**src/rtl/rr_burst_arbiter.sv**
```systemverilog
// Round-robin arbiter with burst tenure: an owner keeps the grant while it
// keeps requesting, up to MAX_HOLD cycles, after which the grant rotates.
module rr_burst_arbiter #(
  parameter int unsigned N        = 4,
  parameter int unsigned MAX_HOLD = 8,
  parameter int unsigned IDW      = $clog2(N)
) (
  input  logic           clk,
  input  logic           rst,
  input  logic [N-1:0]   in,
  output logic [N-1:0]   out,
  output logic           grant_valid,
  output logic [IDW-1:0] grant_id,
  output logic           preempted
);

  localparam int unsigned HW = $clog2(MAX_HOLD + 1);

  localparam logic [0:0] IDLE = 1'b0;
  localparam logic [0:0] BUSY = 1'b1;

  logic [0:0]     state_q, state_d;
  logic [IDW-1:0] ptr_q, ptr_d;
  logic [HW-1:0]  hold_q, hold_d;
  logic [N-1:0]   out_d;
  logic           valid_d;
  logic [IDW-1:0] owner_d;
  logic           pre_d;

  logic [IDW-1:0] owner_inc;
  logic [IDW-1:0] search_start;
  logic [IDW-1:0] winner;
  logic           found;

  // Index following the current owner, wrapping at N-1.
  assign owner_inc = (grant_id == IDW'(N - 1)) ? '0 : grant_id + IDW'(1);

  // Wrap-around search for the first request at or after search_start.
  always_comb begin
    search_start = (state_q == IDLE) ? ptr_q : owner_inc;
    found        = 1'b0;
    winner       = '0;
    for (int k = 0; k < N; k++) begin
      if (!found && in[IDW'((int'(search_start) + k) % N)]) begin
        found  = 1'b1;
        winner = IDW'((int'(search_start) + k) % N);
      end
    end
  end

  // Next-state and next-output decode.
  always_comb begin
    state_d = state_q;
    ptr_d   = ptr_q;
    hold_d  = hold_q;
    out_d   = out;
    valid_d = grant_valid;
    owner_d = grant_id;
    pre_d   = 1'b0;

    case (state_q)
      IDLE: begin
        if (found) begin
          state_d = BUSY;
          owner_d = winner;
          hold_d  = '0;
          out_d   = N'(1) << winner;
          valid_d = 1'b1;
        end
      end
      BUSY: begin
        if (in[grant_id] && (hold_q < HW'(MAX_HOLD - 1))) begin
          hold_d = hold_q + HW'(1);
        end else begin
          // Tenure ends by release or by hitting the hold limit.
          ptr_d  = owner_inc;
          hold_d = '0;
          if (found) begin
            owner_d = winner;
            out_d   = N'(1) << winner;
            valid_d = 1'b1;
            pre_d   = in[grant_id];
          end else begin
            state_d = IDLE;
            out_d   = '0;
            valid_d = 1'b0;
          end
        end
      end
      default: begin
        state_d = IDLE;
        out_d   = '0;
        valid_d = 1'b0;
      end
    endcase
  end

  // State and output registers.
  always_ff @(posedge clk) begin
    if (rst) begin
      state_q     <= IDLE;
      ptr_q       <= '0;
      hold_q      <= '0;
      out         <= '0;
      grant_valid <= 1'b0;
      grant_id    <= '0;
      preempted   <= 1'b0;
    end else begin
      state_q     <= state_d;
      ptr_q       <= ptr_d;
      hold_q      <= hold_d;
      out         <= out_d;
      grant_valid <= valid_d;
      grant_id    <= owner_d;
      preempted   <= pre_d;
    end
  end

  a_onehot: assert property (@(posedge clk) disable iff (rst) $onehot0(out));
  a_valid:  assert property (@(posedge clk) disable iff (rst) grant_valid == (|out));
  a_hold:   assert property (@(posedge clk) disable iff (rst) hold_q < HW'(MAX_HOLD));

endmodule

```
**config.mk**
```make
export PLATFORM = sky130hd
export DESIGN_NAME = rr_burst_arbiter
export DESIGN_NICKNAME = d
export VERILOG_FILES = /design/src/rtl/rr_burst_arbiter.sv
export SDC_FILE = /design/constraint.sdc
export NUM_CORES = 1
export LEC_CHECK = 0
export CAP_MARGIN = 20
export CORE_UTILIZATION = 34
export DETAILED_ROUTE_END_ITERATION = 8
export SYNTH_ARGS = -nofsm -noshare
export SYNTH_HDL_FRONTEND = slang
export SYNTH_SLANG_ARGS = --single-unit
```
**constraint.sdc**
```tcl
create_clock -name clk -period 5.6 [get_ports clk]
set_input_delay 1.4 -clock clk [delete_from_list [all_inputs] [get_ports clk]]
set_output_delay 1.4 -clock clk [all_outputs]
set_load 0.02 [all_outputs]
```
---- Word level (Yosys, flattened, before mapping) ----
Cells that the tools add are included.
word-level totals
  register bits ........................... 15
  bits in latches ......................... 0
  RAM bits ................................ 0
  memory bits (read-only) ................. 0
  input port bits ......................... 6
  logic and storage cells ................. 71
  memories ................................ 0
cells by class
  add/sub/neg operators ................... 5
  multiply operators ...................... 0
  divide/modulo/power cells ............... 0
  order comparisons ....................... 6
  eq/ne operators ......................... 3
  shifts and indexed selects .............. 1
  multiplexer cells ....................... 36
  bitwise operators ....................... 3
  reductions and logical operators ........ 10
operators with widths
  cell                                                                   number
  4-bit 2-to-1 mux                                                       5
  2-bit 2-to-1 mux                                                       8
  4-bit one-hot mux with 2 select lines                                  2
  2-bit by 3-bit < comparator with 1-bit output (second input constant)  5
  1-bit 2-to-1 mux                                                       13
  1-bit binary-select mux with 2-bit select                              5
  2-bit by 1-bit adder with 2-bit output (second input constant)         2
  2-bit adder (second input constant)                                    2
  4-bit by 1-bit adder with 4-bit output (second input constant)         1
  1-bit logical AND                                                      4
  4-bit by 3-bit < comparator with 1-bit output (second input constant)  1
  2-bit != test (second input constant)                                  2
  1-bit one-hot mux with 2 select lines                                  2
  2-bit one-hot mux with 2 select lines                                  1
  2-bit AND reduction                                                    2
  4-bit OR reduction                                                     1
  1-bit by 2-bit left shift with 4-bit output (first input constant)     1
  1-bit logical NOT                                                      3
  1-bit inverter                                                         3
  2-bit == test (second input constant)                                  1

---- Logic depth before layout (Yosys ltp) ----
Gate-level depths: netlist (run 1).
  depth in word-level cells ............... 19
  mapped depth ............................ 7
  depth with buffers taken out ............ 6

---- Worst setup path after synthesis (run 1) ----
OpenSTA, ideal clock, no wires.
  path type ............................... in2reg
  from .................................... in in[3]
  to ...................................... reg out[0]
  setup time .............................. 0.117 ns
  arrival time ............................ 2.521 ns
  required time ........................... 5.483 ns
  setup slack ............................. 2.962 ns
  stages on the path ...................... 6
  buffers on the path ..................... 1
  path through ............................ mux4_2 > and3_1 > buf_6 > nor2_1 > nor2_1 > a32o_1
on the way
  cells in the longest elaborated chain, start to end .. 16
  elaborated cells on any way between the ends .. 33
  classes of those cells .................. eq/ne (2); shift (1); mux (22); reduce/logical (8)
RTL lines
  what                                         line    text
  from (decl)                                  10      input logic [N-1:0] in,
  1-bit binary-select mux with 2-bit select    44      if (!found && in[IDW'((int'(search_start) + k) % N)]) begin
  1-bit 2-to-1 mux (not written as such)       44
  1-bit 2-to-1 mux                             44
  1-bit logical NOT                            44
  1-bit logical AND                            44
  1-bit 2-to-1 mux                             44
  1-bit logical NOT                            44
  1-bit logical AND                            44
  1-bit 2-to-1 mux                             44
  1-bit logical NOT                            44
  1-bit logical AND                            44
  2-bit 2-to-1 mux                             44
  1-bit by 2-bit left shift with 4-bit output  67, 80
  4-bit 2-to-1 mux                             78      if (found) begin
  4-bit 2-to-1 mux                             72      if (in[grant_id] && (hold_q < HW'(MAX_HOLD - 1))) begin
  4-bit one-hot mux with 2 select lines        61      case (state_q)
  to (signal assigned)                         112     out <= out_d;
  to (decl)                                    11      output logic [N-1:0] out,
Parallel ways exist; a longest one is shown, timed or not. The select of a mux whose other input is x is not followed.
A chain may end at the register's enable or synchronous reset.

---- Worst setup path after layout (run 1) ----
  from .................................... in in[3]
  to ...................................... reg out[3]
The elaborated chain is that of the path after synthesis.

==> flow_metrics.env, run 1 <==
export IMPL_status="complete, no violations"
export IMPL_tritoncts_num_sinks=15
export IMPL_ant_nets=0
export IMPL_timing_clock_skew_ns=0.000811
export IMPL_cts_resized=0
export IMPL_finalHoldViolCount=0
export IMPL_period_share=0.547
export IMPL_maxCapViolCount=0
export IMPL_worst_path_cell_trace="clkdlybuf4s50_1 -> mux4_2 -> and3_1 -> nor2_1 -> nor2_1 -> a32o_1"
export IMPL_die_x_um=48.1
export IMPL_tritoncts="yes"
export IMPL_routedWlPerCell_um=12.2
export IMPL_syn_mean_instance_area_sq_um=9.38
export IMPL_fillerInstances=201
export IMPL_synth_fp_nets=85
export IMPL_dp_hpwl_um=1110
export IMPL_ys_seq_area_frac=0.416
export IMPL_route_detailed_drc=0
export IMPL_timing_final_setup_violations=0
export IMPL_htree_num_levels=1
export IMPL_vias=618
export IMPL_placement_rows=16
export IMPL_post_synth_num_cell_types=27
export IMPL_worst_path_max_fanout=9
export IMPL_cts_hold_fix_buffers=0
export IMPL_place_gp_congestion=0.727
export IMPL_layout_drive_gt1_share=0.0978
export IMPL_critical_setup_path_class="input port to flip-flop"
export IMPL_count_of_flip_flops_with_a_built_in_enable_after_synthesis=0
export IMPL_ys_ff_latch=15
export IMPL_latest_clock_arrival_within_the_worst_skew_pair_ns=0.28
export IMPL_die_area_sq_um=2310
export IMPL_synth_flop_cell="sky130_fd_sc_hd__dfxtp_1"
export IMPL_detailedRoute_firstIterationViolations=15
export IMPL_floorplan_core_area_sq_um=1980
export IMPL_initial_core_util=0.364
export IMPL_area_growth_pct=24.4
export IMPL_cp_common_cell="sky130_fd_sc_hd__nor2_1"
export IMPL_post_cts_setup_buffers=0
export IMPL_antenna_cells_inserted=0
export IMPL_clk_transition_reported_paths_ns=0.09
export IMPL_holdCritPathClass="flip-flop to flip-flop"
export IMPL_number_of_instances_in_the_synthesized_netlist=77
export IMPL_synthArstFlopShare=0
export IMPL_vertical_extent_of_the_die_um=48.1
export IMPL_yosys_warnings=0
export IMPL_vdd_ir_drop_max_mv=0.169
export IMPL_grt_overflow_total=0
export IMPL_critPathRequiredTime_ns=5.78
export IMPL_timing_max_slew_rel_slack=0.588
export IMPL_postPlaceCellArea_sq_um=871
export IMPL_final_setup_tns_ns=0
export IMPL_max_freq_mhz=327
export IMPL_powerDensity_nw_per_um2=278
export IMPL_timing_max_transition_violations_final=0
export IMPL_first_pass_iters=4
export IMPL_io_count=14
export IMPL_antenna_found_initial=0
export IMPL_worst_endpoint_arrival_ns=3.24
export IMPL_clk_root_buf="sky130_fd_sc_hd__clkbuf_4"
export IMPL_min_period_ns=3.06
export IMPL_grt_util_overall=0.134
export IMPL_grt_pass1_vias=491
export IMPL_routed_wirelength_um=1450
export IMPL_clock_tree_buffer_depth=2
export IMPL_slowest_stage="sky130_fd_sc_hd__clkdlybuf4s50_1"
export IMPL_leakage_uw=0.000350
export IMPL_critical_path_max_stage_delay_ns=0.54
export IMPL_crit_path_end_kind="flip-flop"
export IMPL_grt_max_degree=14
export IMPL_port_buffer_count=13
export IMPL_grt_pass1_wl_um=2110
export IMPL_grt_setup_unrepaired="no"
export IMPL_final_cell_area_sq_um=898
export IMPL_nNetsFinal=101
export IMPL_cts_buffers=3
export IMPL_crit_path_launch_type="input port"
export IMPL_worstMarginPinSlew_ns=0.613
export IMPL_synthesis_area_sq_um=722
export IMPL_drt_vias_per_instance=5.19
## placed cells by master, fill, tap and decap left out, types with 3 or more instances in the layout
master / count
sky130_fd_sc_hd__a21oi_1: 7
sky130_fd_sc_hd__a32o_1: 4
sky130_fd_sc_hd__and3_1: 3
sky130_fd_sc_hd__clkbuf_4: 3
sky130_fd_sc_hd__clkdlybuf4s50_1: 13
sky130_fd_sc_hd__dfxtp_1: 15
sky130_fd_sc_hd__mux2i_1: 3
sky130_fd_sc_hd__nand2_1: 7
sky130_fd_sc_hd__nand2b_1: 3
sky130_fd_sc_hd__nor2_1: 8
sky130_fd_sc_hd__o21ai_0: 5
## through the flow
step | utilization | hold slack (ns) | power, uW | worst slack (ns) | instances
6_report | 0.453 | 0.464 | 250 | 2.54 | 119
5_1_grt | 0.453 | 0.492 | 264 | 2.45 | 119
3_5_place_dp | 0.439 | 0.455 | 191 | 2.25 | 115
3_3_place_gp | 0.439 | 0.451 | 191 | 2.28 | 115
4_1_cts | 0.453 | 0.469 | 253 | 2.55 | 119
2_1_floorplan | - | 0.432 | 168 | 2.96 | 77
## critical path, delay by kind of cell
kind / cells / cell delay [ns]
buf+inv: 1 / 0.54
mux: 1 / 0.54
simple gates: 3 / 0.52
compound gates: 1 / 0.24
## worst paths after layout
path | start | to | slack (ns) | cells past startpoint
setup / recovery | in[3] | out[3]$_SDFFE_PP0P_ | 2.54 | 6
hold / removal | hold_q[3]$_SDFFE_PP0P_ | hold_q[3]$_SDFFE_PP0P_ | 0.46 | 2
setup reg to reg | grant_id[0]$_SDFFE_PP0P_ | out[3]$_SDFFE_PP0P_ | 3.53 | 6
hold reg to reg | hold_q[3]$_SDFFE_PP0P_ | hold_q[3]$_SDFFE_PP0P_ | 0.46 | 2
## power breakdown
part / total (uW) / internal [uW] / switching [uW]
combinational: 67.2 / 31.7 / 35.5
sequential: 121 / 115 / 6.42
clock: 61.5 / 26.5 / 35.0
total: 250 / 173 / 76.9
## flip-flops by register name, summed over array words and instances (netlist names)
register,cells
hold_q,4
out,4
grant_id,2
ptr_q,2
grant_valid,1
preempted,1
state_q,1
## cell type report
| class | instances | area (sq um) | area share |
|---|---|---|---|
| Tap cell | 27 | 33.8 | 0.0376 |
| Multi-Input combinational cell | 60 | 407 | 0.453 |
| Sequential cell | 15 | 300 | 0.334 |
| Clock buffer | 3 | 22.5 | 0.0251 |
| Timing Repair Buffer | 13 | 130 | 0.145 |
| Clock inverter | 1 | 5.00 | 0.00557 |
## metal layers
| layer | track usage | vias up | part of all wire |
|---|---|---|---|
| met5 | 0 | - | 0 |
| met4 | 0.0333 | 0 | 0 |
| met3 | 0.0566 | 0 | 0.034 |
| met2 | 0.192 | 9 | 0.47 |
| met1 | 0.186 | 294 | 0.50 |
| li1 | - | 315 | - |
## logic make-up (layout without fill, tap and decap cells)
group | Yosys count | in the layout | synth area share
compound gates | 22 | 22 | 0.205
fa+ha+maj | 2 | 2 | 0.0347
buf+inv | 2 | 17 | 0.0208
flops | 15 | 15 | 0.416
mux | 4 | 4 | 0.0728
simple gates | 32 | 32 | 0.251
## cells in the mapped netlist (all sizes together) (2+ instances only)
library cell | n | share of area
and3 | 3 | 0.026
nor3b | 2 | 0.021
ha | 2 | 0.035
nand2b | 3 | 0.026
a21oi | 7 | 0.049
nor2 | 9 | 0.050
a21o | 2 | 0.021
dfxtp | 15 | 0.42
nand4 | 2 | 0.017
o21ai | 5 | 0.035
a32o | 4 | 0.055
nand2 | 7 | 0.036
mux2i | 3 | 0.042
Power figures use the tool's default switching activity.
==> run 2, diff against run 1 <==
==> constraint.sdc (replaced) <==
create_clock -name clk -period 2.85 [get_ports clk]
set_input_delay 0.7125 -clock clk [delete_from_list [all_inputs] [get_ports clk]]
set_output_delay 0.7125 -clock clk [all_outputs]
set_load 0.02 [all_outputs]
==> flow_metrics.env, run 2 (synthesis gave the netlist of run 1 again) <==
export IMPL_floorplan_core_area_sq_um=1980
export IMPL_crit_path_launch_type="input port"
export IMPL_endpoint_worst_hold="ptr_q[0]$_SDFFE_PP0P_"
export IMPL_io_count=14
export IMPL_final_cell_area_sq_um=913
export IMPL_timing_clock_skew_ns=0.00318
export IMPL_cts_resized=0
export IMPL_route_detailed_drc=0
export IMPL_detailedRoute_firstIterationViolations=9
export IMPL_fillerInstances=194
export IMPL_worst_endpoint_arrival_ns=2.45
export IMPL_dp_hpwl_um=1090
export IMPL_top_regs="hold_q x4, out x4"
export IMPL_grt_setup_unrepaired="no"
export IMPL_clk_root_buf="sky130_fd_sc_hd__clkbuf_4"
export IMPL_instances_no_fill=121
export IMPL_area_growth_pct=26.5
export IMPL_die_x_um=48.1
export IMPL_grt_pass1_wl_um=2070
export IMPL_total_power_uw=489
export IMPL_place_detailed_instances=117
export IMPL_critPathRequiredTime_ns=3.03
export IMPL_finalHoldViolCount=0
export IMPL_port_buffer_count=13
export IMPL_critical_path_reg2reg_startpoint="grant_id[0]$_SDFFE_PP0P_"
export IMPL_maxCapViolCount=0
export IMPL_max_freq_mhz=441
export IMPL_routedWlPerCell_um=11.3
export IMPL_routed_wirelength_um=1370
export IMPL_first_pass_iters=4
export IMPL_place_gp_congestion=0.673
export IMPL_worst_case_reg_to_reg_path_depth=6
export IMPL_hold_path_depth=2
export IMPL_drt_vias_per_instance=5.18
export IMPL_min_period_ns=2.27
export IMPL_vdd_ir_drop_max_mv=0.316
export IMPL_timing_reg2reg_setup_slack_ns=0.77
export IMPL_holdCritStartpoint="ptr_q[0]$_SDFFE_PP0P_"
export IMPL_final_common_cell="sky130_fd_sc_hd__dfxtp_1"
export IMPL_cts_hold_fix_buffers=0
export IMPL_postPlaceCellArea_sq_um=886
export IMPL_worst_path_max_fanout=9
export IMPL_tritoncts="yes"
export IMPL_critical_setup_path_class="input port to flip-flop"
export IMPL_ant_nets=0
export IMPL_leakage_uw=0.000360
export IMPL_tritoncts_num_sinks=15
export IMPL_timing_max_slew_rel_slack=0.655
export IMPL_htree_num_levels=1
export IMPL_grt_util_overall=0.136
export IMPL_clk_transition_reported_paths_ns=0.09
export IMPL_grt_overflow_total=0
export IMPL_latest_clock_arrival_within_the_worst_skew_pair_ns=0.28
export IMPL_grt_max_degree=14
export IMPL_layout_drive_gt1_share=0.117
export IMPL_most_common_layout_cells="sky130_fd_sc_hd__dfxtp_1, sky130_fd_sc_hd__clkdlybuf4s50_1, sky130_fd_sc_hd__nor2_1"
export IMPL_holdWs_ns=0.460
export IMPL_timing_max_transition_violations_final=0
export IMPL_die_area_sq_um=2310
export IMPL_final_setup_tns_ns=0
export IMPL_post_cts_setup_buffers=0
export IMPL_clock_tree_buffer_depth=2
export IMPL_grt_pass1_vias=493
export IMPL_timing_final_setup_violations=0
export IMPL_placement_rows=16
export IMPL_period_share=0.796
export IMPL_antenna_cells_inserted=0
export IMPL_antenna_found_initial=0
export IMPL_nNetsFinal=103
export IMPL_vias=627
export IMPL_powerDensity_nw_per_um2=535
export IMPL_worstMarginPinSlew_ns=0.515
export IMPL_status="complete, no violations"
export IMPL_crit_path_end_kind="flip-flop"
export IMPL_startpoint="in[2]"
export IMPL_r2r_end="out[3]$_SDFFE_PP0P_"
export IMPL_cts_buffers=3
export IMPL_initial_core_util=0.364
export IMPL_vertical_extent_of_the_die_um=48.1
export IMPL_holdCritPathClass="flip-flop to flip-flop"
==> run 2: cell types whose count changed in the layout (fill, tap and decap cells not counted), sizes merged <==
cell,change
buf,+2
==> run 2: worst max path at each step <==
stage,slack (ns),cells past startpoint,endpoint
after global placement,0.28,6,out[3]$_SDFFE_PP0P_
after CTS,0.57,6,out[1]$_SDFFE_PP0P_
after detailed placement,0.27,6,out[1]$_SDFFE_PP0P_
after global routing,0.49,6,out[1]$_SDFFE_PP0P_
after floorplan,0.90,6,out[0]$_SDFFE_PP0P_
final,0.58,6,out[3]$_SDFFE_PP0P_
==> run 2: cell type report <==
| class | instances | area [sq um] | share of cell area |
|---|---|---|---|
| well taps | 27 | 33.8 | 0.0370 |
| clock buffers | 3 | 22.5 | 0.0247 |
| repair buffers | 15 | 145 | 0.159 |
| flip-flops and latches | 15 | 300 | 0.329 |
| clock inverters | 1 | 5.00 | 0.00548 |
| multi-input cells | 60 | 407 | 0.445 |
==> run 2: metal layers <==
layer | up-vias | track usage | wire length, um
li1 | 322 | - | -
met1 | 287 | 0.184 | 677
met2 | 15 | 0.192 | 615
met3 | 3 | 0.0566 | 57
met4 | 0 | 0.0500 | 16
met5 | - | 0 | 0
==> run 2: power by group <==
part / switching, uW / total (uW) / internal [uW]
registers: 11.9 / 238 / 226
logic: 68.8 / 132 / 63.6
clock network: 66.5 / 119 / 52.2
==> run 2: through the flow <==
step           setup WS [ns]   util
6_report               0.580  0.461
5_1_grt                0.487  0.461
4_1_cts                0.574  0.461
3_5_place_dp           0.266  0.447
3_3_place_gp           0.283  0.447
2_1_floorplan          0.899      -
==> run 2: critical path: stages <==
cell and delay [ns]:
sky130_fd_sc_hd__clkdlybuf4s50_1 0.47, sky130_fd_sc_hd__mux4_2 0.51, sky130_fd_sc_hd__and3_1 0.30, sky130_fd_sc_hd__nor2_1 0.14, sky130_fd_sc_hd__nor2_1 0.08, sky130_fd_sc_hd__a32o_1 0.23
==> run 3, diff against run 2 <==
==> constraint.sdc (replaced) <==
create_clock -name clk -period 2 [get_ports clk]
set_input_delay 0.5 -clock clk [delete_from_list [all_inputs] [get_ports clk]]
set_output_delay 0.5 -clock clk [all_outputs]
set_load 0.02 [all_outputs]
==> flow_metrics.env, run 3 (synthesis gave the netlist of run 1 again) <==
export IMPL_top_regs="hold_q x4, out x4"
export IMPL_timing_max_slew_rel_slack=0.736
export IMPL_min_period_ns=1.93
export IMPL_grt_overflow_total=0
export IMPL_layout_drive_gt1_share=0.221
export IMPL_latest_clock_arrival_within_the_worst_skew_pair_ns=0.28
export IMPL_cp_common_cell="sky130_fd_sc_hd__nor2_1"
export IMPL_antenna_cells_inserted=0
export IMPL_period_share=0.965
export IMPL_port_buffer_count=13
export IMPL_timing_max_transition_violations_final=0
export IMPL_crit_path_launch_type="input port"
export IMPL_leakage_uw=0.000403
export IMPL_clock_tree_buffer_depth=2
export IMPL_maxCapViolCount=0
export IMPL_timing_clock_skew_ns=0.0134
export IMPL_most_common_layout_cells="sky130_fd_sc_hd__dfxtp_1, sky130_fd_sc_hd__clkdlybuf4s50_1, sky130_fd_sc_hd__buf_4"
export IMPL_worst_endpoint_arrival_ns=2.10
export IMPL_place_gp_congestion=0.770
export IMPL_finalHoldViolCount=0
export IMPL_critical_setup_path_class="input port to flip-flop"
export IMPL_area_growth_pct=37.6
export IMPL_critPathRequiredTime_ns=2.17
export IMPL_grt_setup_unrepaired="no"
export IMPL_worst_path_max_fanout=5
export IMPL_timing_final_ws_setup_ns=0.0696
export IMPL_antenna_found_initial=0
export IMPL_vdd_ir_drop_max_mv=0.318
export IMPL_htree_num_levels=1
export IMPL_grt_max_degree=10
export IMPL_io_count=14
export IMPL_crit_path_end_kind="flip-flop"
export IMPL_powerDensity_nw_per_um2=735
export IMPL_ant_nets=0
export IMPL_tritoncts_num_sinks=15
export IMPL_postPlaceCellArea_sq_um=961
export IMPL_drt_vias_per_instance=5.08
export IMPL_initial_core_util=0.364
export IMPL_status="complete, no violations"
export IMPL_max_freq_mhz=518
export IMPL_cts_hold_fix_buffers=0
export IMPL_holdCritPathClass="flip-flop to flip-flop"
export IMPL_pre_cts_ws_ns=-0.223
export IMPL_vias=666
export IMPL_vertical_extent_of_the_die_um=48.1
export IMPL_fillerInstances=186
export IMPL_final_cell_area_sq_um=993
export IMPL_timing_final_setup_violations=0
export IMPL_routedWlPerCell_um=12.1
export IMPL_grt_pass1_wl_um=2360
export IMPL_die_area_sq_um=2310
export IMPL_final_common_cell="sky130_fd_sc_hd__dfxtp_1"
export IMPL_clk_root_buf="sky130_fd_sc_hd__clkbuf_4"
export IMPL_clk_transition_reported_paths_ns=0.09
export IMPL_worst_path_cell_trace="clkdlybuf4s50_1 -> mux4_2 -> and3_2 -> nor2_1 -> nor2_1 -> a32o_1"
export IMPL_dp_hpwl_um=1240
export IMPL_first_pass_iters=4
export IMPL_detailedRoute_firstIterationViolations=25
export IMPL_grt_pass1_vias=537
export IMPL_placement_rows=16
export IMPL_critical_path_max_stage_delay_ns=0.47
export IMPL_slowest_stage="sky130_fd_sc_hd__mux4_2"
export IMPL_worstMarginPinSlew_ns=0.395
export IMPL_die_x_um=48.1
export IMPL_cts_buffers=3
export IMPL_floorplan_core_area_sq_um=1980
export IMPL_route_detailed_drc=0
export IMPL_tritoncts="yes"
export IMPL_grt_util_overall=0.155
export IMPL_routed_wirelength_um=1580
export IMPL_nNetsFinal=113
-- run 3: layout make-up --
cell class | count | area [sq um] | share of cell area
Multi-Input combinational cell | 60 | 412 | 0.414
Sequential cell | 15 | 302 | 0.304
Timing Repair Buffer | 25 | 220 | 0.222
Tap cell | 27 | 33.8 | 0.0340
Clock buffer | 4 | 26.3 | 0.0264
-- run 3: routing by layer --
metal / share of wire / wire [um] / vias up / GRT usage
li1: - / - / 341 / -
met1: 0.48 / 757 / 307 / 0.211
met2: 0.47 / 748 / 14 / 0.219
met3: 0.032 / 50 / 4 / 0.0453
met4: 0.017 / 27 / 0 / 0.0833
met5: 0 / 0 / - / 0
-- run 3: worst paths after layout --
kind	depth (start not counted)	to	slack (ns)	start
hold reg to reg	2	hold_q[3]$_SDFFE_PP0P_	0.47	hold_q[3]$_SDFFE_PP0P_
setup reg to reg	6	out[2]$_SDFFE_PP0P_	0.16	grant_id[0]$_SDFFE_PP0P_
hold / removal	2	hold_q[3]$_SDFFE_PP0P_	0.47	hold_q[3]$_SDFFE_PP0P_
setup / recovery	6	out[0]$_SDFFE_PP0P_	0.07	in[0]
-- run 3: report_power, final --
group,switching (uW),leakage (uW),internal (uW),total [uW]
logic,107,0.000265,115,222
clock network,90.0,0.0000150,77.3,167
registers,18.8,0.000123,323,342
-- run 3: stage by stage --
step                      total power (uW)  hold WS, ns  std cells  TNS (ns)  utilization
final                                  730        0.466        131         0        0.501
after detailed placement               564        0.452        127     -2.52        0.485
after floorplan                        470        0.432         77         0            -
after global routing                   774        0.481        131         0        0.501
after CTS                              732        0.464        131         0        0.498
after global placement                 562        0.443        127     -2.24        0.485
-- run 3: worst max-delay path, delay by kind of cell --
| family | cells | cell delay, ns |
|---|---|---|
| multiplexers | 1 | 0.47 |
| AO/OA/AOI/OAI | 1 | 0.23 |
| AND/OR/NAND/NOR | 3 | 0.48 |
| buffers and inverters | 1 | 0.42 |
-- run 3: repair_timing --
item	CTS	global route
buffers inserted	0	0
resized for setup	0	3
endpoints found under the setup margin	0	6
